File: config.mk
export PLATFORM = sky130hd
export DESIGN_NAME = rhd_chip_emulator
export DESIGN_NICKNAME = d
export VERILOG_FILES = /design/src/rtl/rhd_emu_pkg.sv /design/src/rtl/rhd_spi_frontend.sv /design/src/rtl/rhd_chip_emulator.sv
export SDC_FILE = /design/constraint.sdc
export NUM_CORES = 1
export LEC_CHECK = 0
export CAP_MARGIN = 20
export CORE_ASPECT_RATIO = 0.8
export CORE_MARGIN = 4
export CORE_UTILIZATION = 50
export DETAILED_ROUTE_END_ITERATION = 16
export PLACE_DENSITY = 0.68
export RECOVER_POWER = 50
export SLEW_MARGIN = 20
export SYNTH_ARGS = -nofsm -noshare
export SYNTH_HDL_FRONTEND = slang
export SYNTH_SLANG_ARGS = --single-unit
export TNS_END_PERCENT = 30
File: constraint.sdc
create_clock -name clk -period 2.5 [get_ports clk]
set_input_delay 0.25 -clock clk [delete_from_list [all_inputs] [get_ports clk]]
set_output_delay 0.25 -clock clk [all_outputs]
set_load 0.1 [all_outputs]
File: src/rtl/rhd_emu_pkg.sv
// Shared definitions for the RHD chip emulator: command opcodes, register-file
// size, ROM addresses/contents and the LFSR tap set used for sample generation.
package rhd_emu_pkg;

    // Top two bits of a command word select the operation class.
    typedef enum logic [1:0] {
        OP_CONVERT = 2'b00,
        OP_MISC    = 2'b01,
        OP_WRITE   = 2'b10,
        OP_READ    = 2'b11
    } op_t;

    localparam logic [15:0] CMD_CALIBRATE = 16'h5500;
    localparam logic [15:0] CMD_CLEAR     = 16'h6A00;

    // Writable registers occupy addresses 0..NUM_WR_REGS-1.
    localparam int NUM_WR_REGS = 22;

    // Register 4 bit 6 selects two's-complement sample output.
    localparam int REG_CFG      = 4;
    localparam int CFG_TWOS_BIT = 6;

    localparam logic [5:0] ROM_ADDR_NAME  = 6'd40;   // 40..44 = "INTAN"
    localparam logic [5:0] ROM_ADDR_REV   = 6'd60;
    localparam logic [5:0] ROM_ADDR_UNI   = 6'd61;
    localparam logic [5:0] ROM_ADDR_NCH   = 6'd62;
    localparam logic [5:0] ROM_ADDR_CHIP  = 6'd63;
    localparam logic [7:0] ROM_REV_VALUE  = 8'h01;
    localparam logic [7:0] ROM_UNI_VALUE  = 8'h01;

    // x^16 + x^14 + x^13 + x^11 + 1, Fibonacci form: state bits 15,13,12,10.
    localparam logic [15:0] LFSR_TAPS = 16'hB400;

    function automatic logic [15:0] lfsr_next(input logic [15:0] cur);
        return {cur[14:0], ^(cur & LFSR_TAPS)};
    endfunction

    function automatic logic [7:0] rom_value(input logic [5:0] addr,
                                             input int num_ch,
                                             input int chip_id);
        logic [7:0] v;
        v = 8'h00;
        case (addr)
            ROM_ADDR_NAME:         v = 8'h49;  // 'I'
            ROM_ADDR_NAME + 6'd1:  v = 8'h4E;  // 'N'
            ROM_ADDR_NAME + 6'd2:  v = 8'h54;  // 'T'
            ROM_ADDR_NAME + 6'd3:  v = 8'h41;  // 'A'
            ROM_ADDR_NAME + 6'd4:  v = 8'h4E;  // 'N'
            ROM_ADDR_REV:          v = ROM_REV_VALUE;
            ROM_ADDR_UNI:          v = ROM_UNI_VALUE;
            ROM_ADDR_NCH:          v = num_ch[7:0];
            ROM_ADDR_CHIP:         v = chip_id[7:0];
            default:               v = 8'h00;
        endcase
        return v;
    endfunction

endpackage

File: src/rtl/rhd_spi_frontend.sv
// SPI slave front end for the RHD emulator. Brings SCLK/MOSI/CS into the clk
// domain through 2-flop synchronizers, detects edges, shifts the command word in
// MSB first and counts SCLK rising edges to qualify each CS-framed word.
//   clk, rstn   : system clock, synchronous active-low reset
//   sclk/mosi/cs: raw SPI inputs from the master
//   sclk_fall   : SCLK falling edge while CS is low (TX shift strobe)
//   cs_fall     : CS falling edge (TX load strobe)
//   word_valid  : one-cycle pulse, CS rose after exactly 16 SCLK rising edges
//   word_err    : one-cycle pulse, CS rose after any other edge count
//   rx_word     : last 16 bits shifted in
module rhd_spi_frontend (
    input  logic        clk,
    input  logic        rstn,
    input  logic        sclk,
    input  logic        mosi,
    input  logic        cs,
    output logic        sclk_fall,
    output logic        cs_fall,
    output logic        word_valid,
    output logic        word_err,
    output logic [15:0] rx_word
);

    logic [1:0] sclk_sync;
    logic [1:0] mosi_sync;
    logic [1:0] cs_sync;
    logic       sclk_prev;
    logic       cs_prev;
    logic [4:0] bit_cnt;
    logic       sclk_rise;
    logic       cs_rise;
    logic       cs_s;

    assign cs_s      = cs_sync[1];
    assign sclk_rise = sclk_sync[1] & ~sclk_prev & ~cs_s;
    assign sclk_fall = ~sclk_sync[1] & sclk_prev & ~cs_s;
    assign cs_fall   = ~cs_s & cs_prev;
    assign cs_rise   = cs_s & ~cs_prev;

    always_ff @(posedge clk) begin
        if (!rstn) begin
            sclk_sync  <= 2'b00;
            mosi_sync  <= 2'b00;
            // CS synchronizer resets to idle so a word already in progress at
            // release is seen as a fresh (and therefore short) frame.
            cs_sync    <= 2'b11;
            sclk_prev  <= 1'b0;
            cs_prev    <= 1'b1;
            bit_cnt    <= 5'd0;
            rx_word    <= 16'h0000;
            word_valid <= 1'b0;
            word_err   <= 1'b0;
        end else begin
            sclk_sync  <= {sclk_sync[0], sclk};
            mosi_sync  <= {mosi_sync[0], mosi};
            cs_sync    <= {cs_sync[0], cs};
            sclk_prev  <= sclk_sync[1];
            cs_prev    <= cs_s;
            word_valid <= cs_rise && (bit_cnt == 5'd16);
            word_err   <= cs_rise && (bit_cnt != 5'd16);
            if (cs_fall) begin
                bit_cnt <= 5'd0;
            end else if (sclk_rise) begin
                // Saturate just past 16 so long frames can never alias to 16.
                if (bit_cnt < 5'd17) bit_cnt <= bit_cnt + 5'd1;
                rx_word <= {rx_word[14:0], mosi_sync[1]};
            end
        end
    end

endmodule

File: src/rtl/rhd_chip_emulator.sv
// Behavioural emulator of an RHD-style amplifier chip's SPI command interface.
// Decodes CONVERT / CALIBRATE / CLEAR / WRITE / READ, keeps a 22-entry register
// file, generates counting or LFSR samples, and returns each result two words
// later through a pipe0/pipe1 pipeline, with an optional MISO cable delay.
//   clk, rstn  : system clock, synchronous active-low reset
//   SCLK/MOSI/CS: SPI from master (CS active low)
//   MISO       : response bit stream
//   word_done  : one-cycle pulse per valid 16-bit word
//   proto_err  : one-cycle pulse per malformed word
import rhd_emu_pkg::*;

module rhd_chip_emulator #(
    parameter logic [15:0] STARTING_SEED = 16'd0,
    parameter int          NUM_CHANNELS  = 64,
    parameter int          CHIP_ID       = 4,
    parameter int          PATTERN       = 0,
    parameter int          CABLE_DELAY   = 0
) (
    input  logic clk,
    input  logic rstn,
    input  logic SCLK,
    input  logic MOSI,
    input  logic CS,
    output logic MISO,
    output logic word_done,
    output logic proto_err
);

    localparam logic [15:0] LFSR_SEED = STARTING_SEED | 16'h0001;

    logic        sclk_fall;
    logic        cs_fall;
    logic        word_valid;
    logic        word_err;
    logic [15:0] rx_word;

    logic [15:0] pipe0;
    logic [15:0] pipe1;
    logic [15:0] tx_sr;
    logic [15:0] frame_cnt;
    logic [15:0] lfsr;
    logic [7:0]  regs [0:NUM_WR_REGS-1];

    logic [5:0]  addr;
    logic [15:0] result;
    logic [15:0] sample;
    logic [7:0]  rd_data;
    logic        wr_en;
    logic        conv_hit;
    logic        clr;

    rhd_spi_frontend u_frontend (
        .clk        (clk),
        .rstn       (rstn),
        .sclk       (SCLK),
        .mosi       (MOSI),
        .cs         (CS),
        .sclk_fall  (sclk_fall),
        .cs_fall    (cs_fall),
        .word_valid (word_valid),
        .word_err   (word_err),
        .rx_word    (rx_word)
    );

    assign word_done = word_valid;
    assign proto_err = word_err;
    assign addr      = rx_word[13:8];

    always_comb begin
        rd_data  = 8'h00;
        sample   = 16'h0000;
        result   = 16'h0000;
        wr_en    = 1'b0;
        conv_hit = 1'b0;
        clr      = 1'b0;

        if (int'(addr) < NUM_WR_REGS) rd_data = regs[addr[4:0]];
        else                          rd_data = rom_value(addr, NUM_CHANNELS, CHIP_ID);

        sample = (PATTERN == 1) ? lfsr : (STARTING_SEED + {10'd0, addr} + frame_cnt);
        if (regs[REG_CFG][CFG_TWOS_BIT]) sample = sample ^ 16'h8000;

        case (op_t'(rx_word[15:14]))
            OP_CONVERT: begin
                if (int'(addr) < NUM_CHANNELS) begin
                    conv_hit = 1'b1;
                    result   = sample;
                end
            end
            OP_WRITE: begin
                wr_en  = 1'b1;
                result = {8'hFF, rx_word[7:0]};
            end
            OP_READ: begin
                if (rx_word[7:0] == 8'h00) result = {8'h00, rd_data};
            end
            default: begin
                // Calibration is a no-op in the emulator; only CLEAR has state.
                case (rx_word)
                    CMD_CLEAR:     clr = 1'b1;
                    CMD_CALIBRATE: clr = 1'b0;
                    default:       clr = 1'b0;
                endcase
            end
        endcase
    end

    always_ff @(posedge clk) begin
        if (!rstn) begin
            pipe0     <= 16'h0000;
            pipe1     <= 16'h0000;
            tx_sr     <= 16'h0000;
            frame_cnt <= 16'h0000;
            lfsr      <= LFSR_SEED;
            for (int i = 0; i < NUM_WR_REGS; i++) regs[i] <= 8'h00;
        end else begin
            if (cs_fall)        tx_sr <= pipe1;
            else if (sclk_fall) tx_sr <= {tx_sr[14:0], 1'b0};

            if (word_valid) begin
                pipe1 <= pipe0;
                pipe0 <= result;
                if (wr_en && int'(addr) < NUM_WR_REGS) regs[addr[4:0]] <= rx_word[7:0];
                if (conv_hit) begin
                    if (int'(addr) == NUM_CHANNELS - 1) frame_cnt <= frame_cnt + 16'd1;
                    if (PATTERN == 1) lfsr <= lfsr_next(lfsr);
                end
                if (clr) begin
                    frame_cnt <= 16'h0000;
                    lfsr      <= LFSR_SEED;
                end
            end
        end
    end

    generate
        if (CABLE_DELAY == 0) begin : g_no_delay
            assign MISO = tx_sr[15];
        end else begin : g_delay
            logic [CABLE_DELAY-1:0] dly;
            always_ff @(posedge clk) begin
                if (!rstn) begin
                    dly <= '0;
                end else begin
                    dly[0] <= tx_sr[15];
                    for (int i = 1; i < CABLE_DELAY; i++) dly[i] <= dly[i-1];
                end
            end
            assign MISO = dly[CABLE_DELAY-1];
        end
    endgenerate

endmodule

==> results.yml <==
run_status:
  status: "finished with violations"
  violations: "capacitance limit, slew limit"
logic_synthesis:
  synth_area_leaders: "edfxtp_1 (49%), dfxtp_1 (13%), mux4_2 (10%)"
  synth_flop_cell: "edfxtp_1"
  synthCells: 1218
  synth_top_area_cell: "edfxtp_1"
  yosysSeqAreaShare: 0.612
  yosysTopAreaCellShare: 0.485
  yosys_register_bits: 356
  synth_edf_count: 256
  synth_area_um2: 15800
  async_flop_share: 0
  synth_warnings: 0
  ys_types: 61
  syn_avg_cell_area_um2: 13.0
  synth.most_common_cell: "edfxtp_1"
  netlist_top_cells_count: "edfxtp_1 (256), and2_1 (159), dfxtp_1 (100), nor2_1 (97), nand2_1 (77)"
cts:
  clk_latency_ns: 0.53
  cts-root-buf: "clkbuf_16"
  clk_pin_slew_ns: 0.06
  ctsLongestPathBuffers: 3
  htreeDepth: 2
  cts_tree: "built"
  clock-sinks: 356
  post_cts_buffers: 0
  numCtsBuffers: 37
place:
  pre_cts_ws_ns: 0.113
  place_congestion: 0.937
  post_dp_cell_area_um2: 17100
  place_hpwl_mm: 26.0
  place.port_buffers: 7
critical_path:
  rr_worst_depth: 6
  cp-end-kind: "flip-flop"
  worstPathCellList: "buf_4 -> mux4_2 -> mux4_2 -> or3_1 -> nand4_1 -> o21ai_0"
  critical_path_depth: 6
  critPathSlowestCell: "mux4_2"
  cp_common_cell: "mux4_2"
  cp_max_fo: 11
  cpLargestDelayFamily: "multiplexers"
  worst_ep_arrival_time_ns: 2.82
  crit_type: "flip-flop to flip-flop"
  crit_buf_inv: 1
  crit_required_ns: 2.90
  cpPeakStageDelay_ns: 0.55
  start_kind: "flip-flop"
die:
  num_rows: 57
  die_y_um: 167
  initial_utilization: 0.514
  dieWidth_um: 207
  dieArea_um2: 34600
  io_pins: 8
  core_um2: 30800
hold_path:
  hp-class: "input pin to flip-flop"
  worst_hold_path.num_cells: 4
sta:
  max_freq_mhz: 414
  fin_skew_ns: 0.0140
  maxSlewViolCount: 144
  worstMarginPinSlew_ns: 1.81
  hold_violations: 0
  rsz0062_at_grt: "yes"
  finalSetupViolations: 0
  min_period_over_period: 0.967
  slew_headroom: -0.210
  setup_ws_ns: 0.0821
  period_needed_ns: 2.42
global_routing:
  antenna_found_initial: 0
  grt_max_degree: 51
  grt_overflow_total: 0
  grt_pass1_wl_mm: 59.2
  track_usage: 0.226
  grt_pass1_vias: 9847
routing:
  finalWirelength_mm: 38.6
  wl_per_cell_um: 21.6
  vias: 10300
  ant_nets: 0
  first_pass_iters: 5
  drc: 0
  viasPerCell: 5.75
  drt_iter0_markers: 1136
cells_and_area:
  nets: 1365
  antenna_cells_inserted: 0
  fin_area_um2: 18200
  syn_to_final_growth_pct: 14.7
  drive_gt1_frac: 0.155
run:
  cap_violations: 4
pwr:
  ir_worst_vdd_v: 0.000744
  leakage_nw: 6.35
  power_density_nw_per_um2: 666
[final timing paths]
check                             start                    end  slack [ns]
setup / recovery              flip-flop               pipe0[6]        0.08
setup reg to reg              flip-flop               pipe0[6]        0.08
hold reg to reg   u_frontend.cs_sync[0]  u_frontend.cs_sync[1]        0.43
hold / removal                     rstn               pipe0[5]        0.22
[where the power goes]
part           internal, mW  total, mW  switching [mW]
Sequential             6.46       6.52          0.0592
Combinational         0.115      0.313           0.198
Clock                  3.05       5.26            2.22
Total                  9.62       12.1            2.47
[sequential cells by signal (all words and copies together), names as in the netlist, named ones only]
signal / count
regs: 256
frame_cnt: 16
pipe0: 16
pipe1: 16
tx_sr: 16
u_frontend.rx_word: 16
u_frontend.bit_cnt: 5
u_frontend.cs_sync: 2
u_frontend.mosi_sync: 2
u_frontend.sclk_sync: 2
u_frontend.cs_prev: 1
u_frontend.sclk_prev: 1
u_frontend.word_err: 1
u_frontend.word_valid: 1
[cell usage in the layout (no fill, tap or decap), drive strengths merged, types with 4 or more instances in the layout]
master / n
edfxtp: 256
buf: 70
mux2i: 42
nand3: 17
nor2: 98
inv: 16
o31ai: 4
nand4: 9
a31oi: 11
a21oi: 42
nand2: 77
clkinv: 11
nor3: 31
a211oi: 19
ha: 9
or2: 6
o22ai: 4
nand2b: 10
and2: 160
conb: 80
o21ai: 46
or3: 8
xnor2: 20
mux4: 70
nor4: 7
and3: 9
xor2: 7
nor2b: 14
a22oi: 5
mux2: 5
dfxtp: 100
clkbuf: 72
[cells by family after synthesis]
family | share of synthesized area
buf+inv | 0.0253
xor+xnor | 0.0149
fa+ha+maj | 0.00837
mux | 0.130
simple gates | 0.149
flops | 0.612
compound gates | 0.0604
other cells | 0.000237
[routing by layer]
layer  GRT usage  wire (um)
met5           0          0
met4      0.0569        735
met3      0.0549       4270
met2       0.326      16800
met1       0.347      16800
[stage by stage]
step                      power (mW)  cells   util  hold slack, ns  TNS (ns)
after global routing            12.5   1787  0.590           0.230   -0.0532
after detailed placement        6.96   1724  0.555           0.405         0
after CTS                       12.2   1787  0.592           0.189         0
final                           12.1   1787  0.590           0.215         0
after global placement          6.95   1724  0.555           0.416         0
after floorplan                 6.81   1297      -           0.351     -5.74
[final cells by class]
type | count | area, um2
clock buffer | 48 | 1010
clock inverter | 15 | 126
fill | 2518 | 12600
inverter | 15 | 56.3
multi-input combinational | 843 | 6060
sequential | 356 | 9700
tap | 413 | 517
timing repair buffer | 97 | 707
[worst min-delay path: stages]
cell,delay [ns]
buf_2,0.12
nand2_1,0.12
or3_1,0.12
nand3_1,0.07
[repair_timing]
item | in CTS | in global routing
hold buffers | 0 | 0
setup endpoints to repair | 0 | 10
resized for setup | 0 | 5
No activity file was read; power rests on OpenSTA's default activity.
